**src/rtl/alu_result_buffer.sv**
```systemverilog
// Purpose : ALU result buffer - queues ALU results (Z + {CY,S,ZR,P,V}) in order for writeback,
//           tracks architectural status flags, a sticky overflow flag and a saturating overflow count.
// Latency : 1 cycle from accepted push to out_valid/out_z (first-word-fall-through, no bypass).
// Backpr. : in_ready = !full from registered occupancy only; a full buffer refuses a push even when
//           the head is popped in the same cycle (the slot frees on the following cycle).
//
// Optional feature macro: ALU_RESULT_BUFFER_FLAG_CHECK_EN
//   defined     -> S/ZR/P are recomputed from Z on each push; any mismatch sets sticky flag_err.
//   not defined -> checker absent, flag_err tied low.
//
// Ports (top, alu_result_buffer):
//   clk, rst                     clock (rising edge), asynchronous active-high reset
//   in_valid/in_ready            producer handshake; in_z, in_cy, in_s, in_zr, in_p, in_v = result
//   out_valid/out_ready          consumer handshake; out_z, out_flags {CY,S,ZR,P,V} = head entry
//   stat_flags                   flags of most recently accepted result
//   ovf_sticky, ovf_count        overflow history; ovf_clr clears both (a same-cycle V push wins)
//   fill                         current occupancy 0..DEPTH
//   flag_err                     sticky flag-consistency error (checker build only)

// Generic synchronous FIFO used for the result storage.
// Latency : write visible at rd_dat the cycle after the write edge.
// Backpr. : wr_rdy = !full (registered); rd_vld = !empty (registered); rd_dat is zero when empty.
module alu_result_buffer_fifo #(
    parameter int W     = 8,
    parameter int DEPTH = 4
) (
    input  logic                     clk,
    input  logic                     rst,
    input  logic                     wr_vld,
    output logic                     wr_rdy,
    input  logic [W-1:0]             wr_dat,
    output logic                     rd_vld,
    input  logic                     rd_rdy,
    output logic [W-1:0]             rd_dat,
    output logic [$clog2(DEPTH):0]   fill
);
    localparam int AW = $clog2(DEPTH);
    localparam int FW = AW + 1;
    localparam logic [FW-1:0] FULL_CNT = FW'(DEPTH);

    logic [W-1:0]  mem [DEPTH];
    logic [AW-1:0] wr_ptr;
    logic [AW-1:0] rd_ptr;
    logic          full;
    logic          wr_en;
    logic          rd_en;

    assign full   = (fill == FULL_CNT);
    assign wr_rdy = ~full;
    assign rd_vld = (fill != '0);
    assign wr_en  = wr_vld & wr_rdy;
    assign rd_en  = rd_vld & rd_rdy;

    // Pointers are exactly AW bits wide, so they wrap modulo DEPTH on their own
    // (DEPTH is a power of two). Occupancy is kept separately to tell full from empty.
    always_ff @(posedge clk or posedge rst) begin
        if (rst) begin
            wr_ptr <= '0;
            rd_ptr <= '0;
            fill   <= '0;
        end else begin
            if (wr_en) begin
                wr_ptr <= wr_ptr + AW'(1);
            end
            if (rd_en) begin
                rd_ptr <= rd_ptr + AW'(1);
            end
            case ({wr_en, rd_en})
                2'b10:   fill <= fill + FW'(1);
                2'b01:   fill <= fill - FW'(1);
                default: fill <= fill;
            endcase
        end
    end

    // Storage needs no reset: nothing is visible until fill says the slot was written.
    always_ff @(posedge clk) begin
        if (wr_en) begin
            mem[wr_ptr] <= wr_dat;
        end
    end

    assign rd_dat = rd_vld ? mem[rd_ptr] : '0;

endmodule

// ALU result buffer top.
// Latency : 1 cycle push-to-out_valid; status outputs update on the push edge.
// Backpr. : in_ready from registered fill only; no combinational out_ready -> in_ready path.
module alu_result_buffer #(
    parameter int DEPTH = 4,
    parameter int CNT_W = 8
) (
    input  logic                     clk,
    input  logic                     rst,
    input  logic                     in_valid,
    output logic                     in_ready,
    input  logic [15:0]              in_z,
    input  logic                     in_cy,
    input  logic                     in_s,
    input  logic                     in_zr,
    input  logic                     in_p,
    input  logic                     in_v,
    output logic                     out_valid,
    input  logic                     out_ready,
    output logic [15:0]              out_z,
    output logic [4:0]               out_flags,
    output logic [4:0]               stat_flags,
    output logic                     ovf_sticky,
    input  logic                     ovf_clr,
    output logic [CNT_W-1:0]         ovf_count,
    output logic [$clog2(DEPTH):0]   fill,
    output logic                     flag_err
);
    localparam int ENTRY_W = 16 + 5;
    localparam logic [CNT_W-1:0] CNT_MAX = {CNT_W{1'b1}};

    typedef struct packed {
        logic [15:0] z;
        logic [4:0]  flags;   // {CY,S,ZR,P,V}
    } entry_t;

    entry_t in_entry;
    entry_t head_entry;
    logic   push;
    logic   ovf_push;

    assign in_entry.z     = in_z;
    assign in_entry.flags = {in_cy, in_s, in_zr, in_p, in_v};

    assign push     = in_valid & in_ready;
    assign ovf_push = push & in_v;

    alu_result_buffer_fifo #(
        .W     (ENTRY_W),
        .DEPTH (DEPTH)
    ) u_fifo (
        .clk    (clk),
        .rst    (rst),
        .wr_vld (in_valid),
        .wr_rdy (in_ready),
        .wr_dat (in_entry),
        .rd_vld (out_valid),
        .rd_rdy (out_ready),
        .rd_dat (head_entry),
        .fill   (fill)
    );

    // FIFO already forces its read data to zero when empty.
    assign out_z     = head_entry.z;
    assign out_flags = head_entry.flags;

    // Architectural status register: flags of the last accepted result.
    always_ff @(posedge clk or posedge rst) begin
        if (rst) begin
            stat_flags <= '0;
        end else if (push) begin
            stat_flags <= in_entry.flags;
        end
    end

    // Overflow history. A V push in the same cycle as ovf_clr is not lost:
    // the sticky flag stays set and the counter restarts at one.
    always_ff @(posedge clk or posedge rst) begin
        if (rst) begin
            ovf_sticky <= 1'b0;
            ovf_count  <= '0;
        end else begin
            if (ovf_push) begin
                ovf_sticky <= 1'b1;
            end else if (ovf_clr) begin
                ovf_sticky <= 1'b0;
            end

            if (ovf_clr) begin
                ovf_count <= ovf_push ? CNT_W'(1) : '0;
            end else if (ovf_push && (ovf_count != CNT_MAX)) begin
                ovf_count <= ovf_count + CNT_W'(1);
            end
        end
    end

`ifdef ALU_RESULT_BUFFER_FLAG_CHECK_EN
    // Recompute the Z-derived flags; CY and V depend on the operands and cannot be checked here.
    logic chk_s;
    logic chk_zr;
    logic chk_p;
    logic flag_mismatch;

    assign chk_s         = in_z[15];
    assign chk_zr        = (in_z == 16'h0000);
    assign chk_p         = ~^in_z;   // even number of ones -> 1
    assign flag_mismatch = (chk_s != in_s) | (chk_zr != in_zr) | (chk_p != in_p);

    always_ff @(posedge clk or posedge rst) begin
        if (rst) begin
            flag_err <= 1'b0;
        end else if (push && flag_mismatch) begin
            flag_err <= 1'b1;
        end
    end
`else
    assign flag_err = 1'b0;
`endif

endmodule

```
**config.mk**
```make
export PLATFORM = sky130hd
export DESIGN_NAME = alu_result_buffer
export DESIGN_NICKNAME = d
export VERILOG_FILES = /design/src/rtl/alu_result_buffer.sv
export SDC_FILE = /design/constraint.sdc
export NUM_CORES = 1
export LEC_CHECK = 0
export CORE_MARGIN = 10
export CORE_UTILIZATION = 50
export CTS_BUF_LIST = sky130_fd_sc_hd__clkbuf_4
export CTS_CLUSTER_SIZE = 24
export DETAILED_ROUTE_END_ITERATION = 16
export PLACE_DENSITY = 0.78
export SYNTH_ARGS = -nofsm -noshare
export SYNTH_HDL_FRONTEND = slang
export SYNTH_SLANG_ARGS = --single-unit
```
**constraint.sdc**
```tcl
create_clock -name clk -period 2.2 [get_ports clk]
set_input_delay 0.22 -clock clk [delete_from_list [all_inputs] [get_ports clk]]
set_output_delay 0.22 -clock clk [all_outputs]
set_load 0.02 [all_outputs]
```
* Word-level counts from Yosys, hierarchy flattened
Memory sizes are Yosys's and may differ from the RTL's.
Cells that the tools add are included.
** Storage, ports and cells
- Word-level logic and storage cells :: 34
- Memories :: 1
- Memory bits (writable) :: 84
- Flip-flop bits (word level) :: 21
- Input bits :: 26
** Memory list
- u_fifo.mem :: words 4, bits a word 21, rd ports 1, clocked after Yosys merged registers in 0, wr ports 1, line 41 : logic [W-1:0] mem [DEPTH];
** Cells by class
- Equal/unequal tests :: 4
- Reductions and logical operators :: 5
- Mux-type cells :: 9
- Add/subtract/negate cells :: 5
- Bitwise logic cells :: 4
** Operators with widths (number)
- 21-bit two-way mux :: 1
- 8-bit two-way mux :: 2
- 8-bit by 1-bit adder with 8-bit output (second input constant) :: 1
- 8-bit inequality test (second input constant) :: 1
- 3-bit case mux with 2 select lines :: 1
- 2-bit nonzero test :: 3
- 1-bit two-way mux :: 5
- 2-bit by 1-bit adder with 2-bit output (second input constant) :: 2
- 3-bit by 1-bit adder with 3-bit output (second input constant) :: 1
- 1-bit bitwise AND :: 3
- 3-bit equality test (second input constant) :: 1
- 3-bit nonzero test :: 1
- 3-bit by 1-bit subtractor with 3-bit output (second input constant) :: 1
- 2-bit by 1-bit equality test with 1-bit output (second input constant) :: 1
- 2-bit equality test (second input constant) :: 1
- 1-bit logical AND :: 1
- 1-bit NOT :: 1

* Depth between registers and ports, before layout
- Depth after elaboration :: 7
- Mapped depth :: 9

* Cells and area by module
From an unflattened synthesis, not the netlist that was laid out.
** Unflattened totals
- Cell total of the unflattened synthesis :: 236
- Area total of the unflattened synthesis :: 4294.1 um^2
** By module, submodules not included
- alu_result_buffer_fifo :: area an instance 3611.0 um^2, instances 1, sequential area each 2697.6 um^2, cells each 171
- alu_result_buffer :: area an instance 683.2 um^2, instances 1, sequential area each 350.3 um^2, cells each 65

* Worst setup path before layout
Ideal clock, no wire load.
- Kind :: reg-to-reg
- From :: reg u_fifo.fill[0]
- To :: reg u_fifo.fill[2]
- Buffers on the path :: 1
- Cell stages (with the launch flop) :: 10
- Clock period less this slack :: 2246 ps
- Library setup time :: 80 ps
- Setup slack :: -46 ps
- Arrival time :: 2167 ps
- Data required time :: 2120 ps
- Cell sequence :: dfrtp_1 -> or3b_1 -> buf_6 -> nand2_2 -> ha_1 -> inv_1 -> fa_1 -> xor2_1 -> nor2_1 -> xor2_1
** Between the ends
- Longest elaborated chain between the ends :: 5
- Elaborated cells between the ends (all ways) :: 11
- Classes of those cells :: add/sub (2); eq/ne (3); mux (1); bitwise (3); reduce/logical (2)
** RTL lines
- from (decl) :: line 35 : output logic [$clog2(DEPTH):0] fill
- from (signal assigned) :: line 69 : 2'b10: fill <= fill + FW'(1);
- from (signal assigned) :: line 70 : 2'b01: fill <= fill - FW'(1);
- from (signal assigned) :: line 71 : default: fill <= fill;
- 3-bit equality test (*) :: line 48 : assign full = (fill == FULL_CNT);
- 1-bit NOT (*) :: line 49 : assign wr_rdy = ~full;
- net in_ready :: line 97 : output logic in_ready,
- 1-bit bitwise AND (*) :: line 51 : assign wr_en = wr_vld & wr_rdy;
- 2-bit by 1-bit equality test with 1-bit output or 2-bit equality test (tied branches) :: line 68 : case ({wr_en, rd_en})
- 3-bit case mux with 2 select lines or 2-bit nonzero test (tied branches)
The timed path passes the listed nets; every way through them passes the cells marked *.
A chain may end at the register's enable or synchronous reset.

* Worst setup path in the final report
- From :: reg u_fifo.rd_ptr[0]
- To :: out out_z[3]
** Between the ends
- Longest elaborated chain between the ends :: 2
** RTL lines
- from (decl) :: line 43 : logic [AW-1:0] rd_ptr;
- from (signal assigned) :: line 66 : rd_ptr <= rd_ptr + AW'(1);
- memory read 4 x 21 bit
- 21-bit two-way mux :: line 83 : assign rd_dat = rd_vld ? mem[rd_ptr] : '0;
- to (decl) :: line 106 : output logic [15:0] out_z,
Every way passes these cells.

==> results.sh <==
export IMPL_crit_slowest_cell="mux4_2"
export IMPL_yosysSeqAreaShare_pct=71.5
export IMPL_hold_viol=0
export IMPL_ir_drop_mv=0.585
export IMPL_required_ps=1980
export IMPL_yosys_warnings=0
export IMPL_combPwrFrac_pct=41.9
export IMPL_outcome="complete, no violations"
export IMPL_setup_worst_path_class="flop to output pin"
export IMPL_max_stage_delay_ps=510
export IMPL_die_area_um2=12600
export IMPL_nNetsFinal=347
export IMPL_io_pins=67
export IMPL_post_drt_wl_per_cell_um=18.9
export IMPL_p_total_uw=6620
export IMPL_start_util_pct=51.6
export IMPL_syn_to_final_growth_pct=23.2
export IMPL_async_flop_share_pct=20.0
export IMPL_powerDensity_nw_per_um2=1260
export IMPL_htree_levels=3
export IMPL_intPower_uw=4400
export IMPL_antenna_found_initial=0
export IMPL_clk_pin_slew_ps=160
export IMPL_synth_seq_cells=105
export IMPL_yosys_cell_types_count=38
export IMPL_seqCellArea_um2=3050
export IMPL_arrival_ps=1880
export IMPL_num_vias=2272
export IMPL_endpoint_kind="output pin"
export IMPL_cts_buffers=9
export IMPL_synth_area_leaders="edfxtp_1, dfrtp_1, mux4_2"
export IMPL_cts_tree="done"
export IMPL_critical_path_startpoint_type="flop"
export IMPL_cp_top_family="multiplexers"
export IMPL_yosysMostFrequentCell="edfxtp_1"
export IMPL_period_share_pct=95.3
export IMPL_p_sw_uw=2220
export IMPL_first_global_vias=2479
export IMPL_wl_um=8020
export IMPL_clk_latency_ps=430
export IMPL_max_cap_violations=0
export IMPL_multi_input_area_um2=1140
export IMPL_crit_fanout=14
export IMPL_dp_cells=406
export IMPL_path_cells="buf_12 -> mux4_2 -> and2_1 -> buf_2"
export IMPL_slew_viol_final=0
export IMPL_synth_edff_count=84
export IMPL_cts_buffer_depth=2
export IMPL_p_leak_uw=0.00189
export IMPL_avgSynthCellArea_um2=18.3
export IMPL_syn_area_um2=4260
export IMPL_pwr_share_seq_pct=41.9
export IMPL_die_x_um=112
export IMPL_grt_max_degree=23
export IMPL_drc=0
export IMPL_cts_sinks=105
export IMPL_cts_root_buf="clkbuf_4"
export IMPL_rsz0062_at_grt="false"
export IMPL_cp_num_buf_inv=2
export IMPL_portBuffers=65
export IMPL_switching_share_pct=33.5
export IMPL_hp_class="primary input to flop"
export IMPL_fp_dieH_um=112
export IMPL_grt_pass1_wl_um=13300
export IMPL_fillers=611
export IMPL_synth_commonest_cells="edfxtp_1, and2_1, dfrtp_1, mux4_2, inv_1"
export IMPL_synthCells=233
export IMPL_synthFlopType="edfxtp_1"
export IMPL_grt_use_total_pct=13.2
export IMPL_post_dp_hpwl_um=5690
export IMPL_fmax_mhz=477
export IMPL_synth_largest_area_cell="edfxtp_1"
export IMPL_coreArea_um2=8260
export IMPL_fp_row_count=33
export IMPL_finalCriticalPeriod_ps=2100
export IMPL_dr_pass1_iters=4
export IMPL_overflow=0
export IMPL_clockPowerShare_pct=16.2
export IMPL_globalplace_congestion=0.828
export IMPL_vias_per_cell=5.36
export IMPL_worst_clock_skew_ps=13.8
export IMPL_yosys_area_top_type_share_pct=59.2
export IMPL_drt_iter0_markers=125
export IMPL_synth_nets=266
export IMPL_ant_nets=0
export IMPL_setup_violations=0
export IMPL_n_antenna_cell=0
export IMPL_drive_above_1_share_pct=28.2
export IMPL_stdcell_count=424
through the flow:
| stage | setup TNS (ps) | cell area (um2) | hold slack (ps) | setup slack, ps | util (%) |
|---|---|---|---|---|---|
| after floorplan | 0 | 4270 | 196 | 30.3 | - |
| after global placement | 0 | 5160 | 467 | 149 | 62.4 |
| after detailed placement | 0 | 5160 | 482 | 105 | 62.4 |
| after CTS | -82.1 | 5270 | 373 | -82.1 | 63.8 |
| after global routing | 0 | 5250 | 386 | 2.82 | 63.5 |
| final | 0 | 5250 | 402 | 104 | 63.5 |
what timing repair did:
item | in CTS | in global routing
resized for setup | 81 | 9
pin swaps | 0 | 0
setup buffers | 1 | 0
gates cloned | 0 | 0
endpoints found under the hold margin | 6 | 0
hold buffers | 1 | 0
endpoints found under the setup margin | 23 | 7
layer usage:
layer | vias to the layer above | routed length, um | GRT usage, % | part of all wire, %
met3 | 6 | 605 | 4.53 | 7.5
met4 | 0 | 79 | 4.65 | 0.98
met5 | - | 0 | 0 | 0
li1 | 1059 | - | - | -
met2 | 67 | 4150 | 22.3 | 52
met1 | 1140 | 3190 | 15.1 | 40
cells in the final DEF, fill, tap and decap left out, types with 2 or more instances in the layout:
cell type	n
a21oi_1	4
and2_1	22
and2_2	2
and3_2	4
buf_12	6
buf_2	20
buf_4	8
bufinv_16	2
clkbuf_4	10
clkdlybuf4s50_1	42
dfrtp_1	19
dfrtp_2	2
dlygate4sd2_1	2
edfxtp_1	84
ha_1	6
inv_1	8
inv_6	2
mux2_2	5
mux2i_1	2
mux4_2	21
nand2_1	7
nand3_1	3
nand4_1	3
nor2_1	3
o21ai_0	4
or3_1	2
xnor2_1	3
xor2_1	4
registers in the layout (all words and copies together) (netlist names):
register	flops
u_fifo.fill	3
ovf_count	8
u_fifo.mem	84
ovf_sticky	1
u_fifo.rd_ptr	2
stat_flags	5
u_fifo.wr_ptr	2
kinds of logic (layout without fill, tap and decap cells):
logic type / after synthesis / in the layout / share of synthesized area (%)
fa+ha+maj: 7 / 7 / 2.23
other cells: 1 / 1 / 0.0880
simple gates: 54 / 54 / 7.61
xor+xnor: 7 / 7 / 1.44
mux: 28 / 28 / 12.9
buf+inv: 18 / 104 / 1.94
compound gates: 13 / 13 / 2.26
flops: 105 / 105 / 71.5
power by group through the flow:
stage	Sequential, uW	Combinational, uW	Clock [uW]
6_report	2770	2780	1070
5_1_grt	2820	3040	1190
4_1_cts	2780	2900	1110
3_5_place_dp	2830	3110	0
3_3_place_gp	2800	3050	0
2_1_floorplan	2840	1710	0
area by class of cell:
class	instances	share of cell area [%]
clock buffers	10	1.43
clock inverters	6	1.69
inverters	8	0.572
multi-input cells	110	21.7
flip-flops and latches	105	58.1
well taps	105	2.50
repair buffers	80	14.0
path summary, 6_finish.rpt:
check | endpoint | slack, ps | cells after the start | from
max | out_z[3] | 100 | 4 | u_fifo.rd_ptr[0]$_DFFE_PP0P_
min | u_fifo.mem[0][14]$_DFFE_PP_ | 400 | 1 | in_z[9]
max reg2reg | u_fifo.fill[2]$_DFFE_PP0P_ | 150 | 8 | u_fifo.fill[0]$_DFFE_PP0P_
min reg2reg | stat_flags[0]$_DFFE_PP0P_ | 520 | 2 | stat_flags[0]$_DFFE_PP0P_
max in group asynchronous | u_fifo.rd_ptr[0]$_DFFE_PP0P_ | 1120 | 4 | rst
min in group asynchronous | stat_flags[0]$_DFFE_PP0P_ | 570 | 3 | rst
(Power assumes the default switching activity.)
